[src/rtl/pll_lock_supervisor.sv]
// PLL bring-up/recovery sequencer: pulses PLL reset, qualifies a stable lock,
// retries a bounded number of times and latches a fault when retries run out.
module pll_lock_supervisor #(
  parameter int RST_CYCLES          = 16,
  parameter int LOCK_STABLE_CYCLES  = 1024,
  parameter int LOCK_TIMEOUT_CYCLES = 48000,
  parameter int MAX_RETRIES         = 3
) (
  input  logic                               clock,
  input  logic                               reset,
  input  logic                               pll_locked,
  input  logic                               restart,
  output logic                               pll_reset,
  output logic                               ready,
  output logic                               lock_lost,
  output logic                               fault,
  output logic [$clog2(MAX_RETRIES+1)-1:0]   retry_count
);

  localparam int MAX_A = (RST_CYCLES > LOCK_STABLE_CYCLES) ? RST_CYCLES : LOCK_STABLE_CYCLES;
  localparam int MAX_B = (MAX_A > LOCK_TIMEOUT_CYCLES) ? MAX_A : LOCK_TIMEOUT_CYCLES;
  localparam int MAX_P = (MAX_B > MAX_RETRIES) ? MAX_B : MAX_RETRIES;
  localparam int CW    = $clog2(MAX_P) + 1;
  localparam int RW    = $clog2(MAX_RETRIES + 1);

  localparam logic [CW-1:0] RST_LAST     = CW'(RST_CYCLES - 1);
  localparam logic [CW-1:0] STABLE_LAST  = CW'(LOCK_STABLE_CYCLES - 1);
  localparam logic [CW-1:0] TIMEOUT_LAST = CW'(LOCK_TIMEOUT_CYCLES - 1);
  localparam logic [RW-1:0] RETRY_LIMIT  = RW'(MAX_RETRIES);

  typedef enum logic [2:0] {
    S_RESET_PLL,
    S_WAIT_LOCK,
    S_STABILIZE,
    S_RUN,
    S_FAULT
  } state_t;

  state_t        state;
  logic [CW-1:0] count;
  logic          sync_meta;
  logic          lock_s;

  // Two-flop synchronizer for the asynchronous PLL lock indication.
  always_ff @(posedge clock or posedge reset) begin
    if (reset) begin
      sync_meta <= 1'b0;
      lock_s    <= 1'b0;
    end else begin
      sync_meta <= pll_locked;
      lock_s    <= sync_meta;
    end
  end

  always_ff @(posedge clock or posedge reset) begin
    if (reset) begin
      state       <= S_RESET_PLL;
      count       <= '0;
      pll_reset   <= 1'b1;
      ready       <= 1'b0;
      lock_lost   <= 1'b0;
      fault       <= 1'b0;
      retry_count <= '0;
    end else begin
      lock_lost <= 1'b0;
      if (restart) begin
        // Restart overrides every state, including a coincident lock loss.
        state       <= S_RESET_PLL;
        count       <= '0;
        pll_reset   <= 1'b1;
        ready       <= 1'b0;
        fault       <= 1'b0;
        retry_count <= '0;
      end else begin
        case (state)
          S_RESET_PLL: begin
            if (count == RST_LAST) begin
              state     <= S_WAIT_LOCK;
              count     <= '0;
              pll_reset <= 1'b0;
            end else begin
              count <= count + CW'(1);
            end
          end

          S_WAIT_LOCK: begin
            if (lock_s) begin
              state <= S_STABILIZE;
              count <= '0;
            end else if (count == TIMEOUT_LAST) begin
              count     <= '0;
              pll_reset <= 1'b1;
              if (retry_count == RETRY_LIMIT) begin
                state <= S_FAULT;
                fault <= 1'b1;
              end else begin
                state       <= S_RESET_PLL;
                retry_count <= retry_count + RW'(1);
              end
            end else begin
              count <= count + CW'(1);
            end
          end

          S_STABILIZE: begin
            // A lock glitch restarts the wait but does not consume a retry.
            if (!lock_s) begin
              state <= S_WAIT_LOCK;
              count <= '0;
            end else if (count == STABLE_LAST) begin
              state       <= S_RUN;
              count       <= '0;
              ready       <= 1'b1;
              retry_count <= '0;
            end else begin
              count <= count + CW'(1);
            end
          end

          S_RUN: begin
            retry_count <= '0;
            if (!lock_s) begin
              state     <= S_RESET_PLL;
              count     <= '0;
              lock_lost <= 1'b1;
              ready     <= 1'b0;
              pll_reset <= 1'b1;
            end
          end

          S_FAULT: begin
            pll_reset <= 1'b1;
            fault     <= 1'b1;
          end

          default: begin
            state     <= S_RESET_PLL;
            count     <= '0;
            pll_reset <= 1'b1;
            ready     <= 1'b0;
            fault     <= 1'b0;
          end
        endcase
      end
    end
  end

endmodule
[config.mk]
export PLATFORM = sky130hd
export DESIGN_NAME = pll_lock_supervisor
export DESIGN_NICKNAME = d
export VERILOG_FILES = /design/src/rtl/pll_lock_supervisor.sv
export SDC_FILE = /design/constraint.sdc
export NUM_CORES = 1
export LEC_CHECK = 0
export CAP_MARGIN = 25
export CELL_PAD_IN_SITES_DETAIL_PLACEMENT = 1
export CELL_PAD_IN_SITES_GLOBAL_PLACEMENT = 1
export CORE_UTILIZATION = 40
export CTS_CLUSTER_DIAMETER = 50
export CTS_CLUSTER_SIZE = 40
export DETAILED_ROUTE_END_ITERATION = 16
export HOLD_SLACK_MARGIN = 0.12
export PLACE_DENSITY_LB_ADDON = 0.2
export SLEW_MARGIN = 10
export SYNTH_ARGS = -nofsm -noshare
export SYNTH_HDL_FRONTEND = slang
export SYNTH_SLANG_ARGS = --single-unit
[constraint.sdc]
create_clock -name clock -period 1.95 [get_ports clock]
set_input_delay 0.2925 -clock clock [delete_from_list [all_inputs] [get_ports clock]]
set_output_delay 0.2925 -clock clock [all_outputs]
set_load 0.05 [all_outputs]
==> results.toml <==
[global_routing]
overflow = 0
antenna_found_initial = 0
grt_pass1_wl_mm = 8.03
grt_max_degree = 29
grt_pass1_vias = 1650
track_usage = 0.253

[critical_path]
worst_ep_required_time_ps = 2100
crit_fanout = 12
worstReg2RegStart = "count[11]"
cp_data_arrival_time_ps = 2310
max_stage_delay_ps = 550
end_kind = "flip-flop"
crit_chain = "or4_4 -> nor3_4 -> a21oi_2 -> o21ai_2 -> nand2_1 -> buf_6 -> a21oi_1 -> o21ai_0"
r2r_cells = 8
start_kind = "flip-flop"
r2r_slack_ps = -210
slowest_stage = "or4_4"
crit_type = "reg -> reg"
reg2reg_to = "count[7]"

[worst_hold_path]
worst_hold_path_type = "in -> async"

[power]
p_seq_frac = 0.518
p_int_uw = 888
power_frac_comb = 0.182
p_per_area_nw_per_um2 = 562
clockPowerShare = 0.300
p_leak_uw = 0.000945
netSwitchingPower_uw = 324
power_uw = 1210
ir_worst_vdd_mv = 0.319
switching_share = 0.267

[detailed_routing]
wl_per_cell_um = 17.8
routed.top_layer = "met4"
ant_nets = 0
viasPerCell = 5.67
drc = 0
drt-met1-wl_mm = 2.09
num_vias = 1536
wl_met2_mm = 2.52
routed_wl_mm = 4.83
drtIter0Drc = 74
firstDrtPassIters = 4
wl_met3_um = 96

[sta]
whs_ps = 367
setup_ws_ps = -211
finalMaxSlewViolations = 0
finClkSkew_ps = 4.51
max_clock_freq_mhz = 463
setup_tns_ps = -2120
rsz0062_at_grt = "yes"
setup_viol = 20
min_period_ps = 2160
slew_headroom = 0.670
finalCritPeriodShare = 1.11
tightest_slew_ps = 494
hold_viol_final = 0

[layout]
final_common_cell = "buf_4"
layout_common_cells = "buf_4 (38), dfrtp_1 (27), nand2_1 (21)"
final_nets = 230
diodes = 0
layout-drive-gt1-share = 0.363
fillers = 454
synthToLayoutAreaGrowth_pct = 35.3

[yosys]
synth_top_family_by_area = "simple AND/OR/NAND/NOR gates"
synth-main-ff-cell = "dfrtp_1"
ys_warn_count = 0
synth_edf_count = 0
netlist_area_um2 = 1600
synth.distinct_cells = 47
ys_ff_latch = 28
synthArstFlopShare = 1.00
synth_xor_area_frac = 0.0219
synth_compound_area_frac = 0.193
synthMuxAreaShare = 0.00705
synth_cells = 176
avgSynthCellArea_um2 = 9.07
synth-simple-area-share = 0.250
ys_seq_area_frac = 0.440
synth_fa_ha_area_frac = 0.0157
syn_nets = 182

[die]
die_h_um = 65.2
dieWidth_um = 65.2
die-area_um2 = 4250
rows = 22
core_area_um2 = 3740
initial_core_util = 0.426
ioPinCount = 10

[clock_network]
numClockSinks = 28
numCtsBuffers = 3
clkTransAtPathRegs_ps = 100
cts.path.max_buffers = 2
clk_latency_ps = 280
cts_root_buf = "clkbuf_8"
ctsHtreeMaxLevel = 1
cts_tree = "done"

[place]
dpl.hpwl_mm = 3.40
io_buffer_count = 9
gp_congestion = 0.844

[run_status]
status = "finished with violations"
violations = "negative setup slack"

[run]
maxCapViolCount = 0
[kinds of logic after synthesis]
logic type               after synthesis
AND/OR/NAND/NOR                       75
buffers and inverters                 16
adder cells (fa/ha/maj)                2
multiplexers                           1
flip-flops                            28
XOR/XNOR                               4
AO/OA/AOI/OAI                         50
[power groups by stage]
stage | Clock [µW] | Combinational (µW) | Sequential, µW
2_1_floorplan | 0 | 113 | 633
3_3_place_gp | 0 | 166 | 636
3_5_place_dp | 0 | 175 | 637
4_1_cts | 375 | 209 | 628
5_1_grt | 390 | 242 | 634
6_report | 364 | 221 | 628
[flip-flops by register name (all words and copies together) (netlist names)]
register / flops
state: 3
fault: 1
pll_reset: 1
ready: 1
count: 17
retry_count: 2
lock_lost: 1
sync_meta: 1
lock_s: 1
[cells in the mapped netlist, types with 2 or more instances]
| master | instances | area, µm² |
|---|---|---|
| nor2_1 | 12 | 45.0 |
| inv_1 | 8 | 30.0 |
| a31oi_1 | 4 | 25.0 |
| a22o_1 | 2 | 17.5 |
| o31ai_1 | 2 | 15.0 |
| nor3_1 | 7 | 35.0 |
| or3_2 | 3 | 22.5 |
| o22ai_1 | 2 | 12.5 |
| nand4_1 | 2 | 12.5 |
| xnor2_1 | 3 | 26.3 |
| and3_1 | 2 | 12.5 |
| a21boi_0 | 2 | 15.0 |
| buf_6 | 3 | 33.8 |
| a21oi_1 | 13 | 65.1 |
| nand2b_1 | 2 | 12.5 |
| nand4b_1 | 2 | 17.5 |
| nand3_1 | 13 | 65.1 |
| dfrtp_1 | 27 | 676 |
| clkbuf_8 | 3 | 41.3 |
| nand2_1 | 21 | 78.8 |
| o21ai_0 | 16 | 80.1 |
| ha_1 | 2 | 25.0 |
[what timing repair did]
action / 4_1_cts / 5_1_grt
pin swaps: 21 / 13
setup endpoints to repair: 20 / 21
setup buffers: 4 / 3
gates resized for setup: 31 / 10
hold buffers: 0 / 0
[stage by stage]
stage | setup WS, ps | util | instance area [µm²] | instances
floorplan | -72.6 | - | 1610 | 176
finish | -211 | 0.577 | 2160 | 271
global placement | -166 | 0.520 | 1950 | 262
global route | -309 | 0.577 | 2160 | 271
detailed placement | -227 | 0.520 | 1950 | 262
CTS | -200 | 0.563 | 2110 | 269
[metal layers]
metal | track usage | vias to the layer above
met5 | 0 | -
met4 | 0.128 | 0
met3 | 0.0260 | 12
met2 | 0.451 | 27
met1 | 0.298 | 769
li1 | - | 728
[critical path, delay by kind of cell, from the launching register on]
kind | cells | cell delay (ps)
flip-flops | 1 | 390
AO/OA/AOI/OAI | 4 | 620
buffers and inverters | 1 | 150
AND/OR/NAND/NOR | 3 | 880
[how the worst max path moves through the flow]
stage                     startpoint  endpoint  cells after the start  slack, ps
after global placement       restart  count[7]                      6       -170
after global routing       count[11]  count[7]                      8       -310
after floorplan            count[11]  count[1]                      7        -70
after detailed placement    count[6]  count[3]                      8       -230
after CTS                  count[15]  count[1]                      7       -200
final                      count[11]  count[7]                      8       -210
[cell type report]
class | instances | area [µm²] | area share
Clock buffer | 4 | 55.1 | 0.0255
Tap cell | 48 | 60.1 | 0.0278
Timing Repair Buffer | 51 | 422 | 0.195
Multi-Input combinational cell | 132 | 891 | 0.413
Inverter | 8 | 30.0 | 0.0139
Sequential cell | 28 | 702 | 0.325
(Power assumes the default switching activity.)
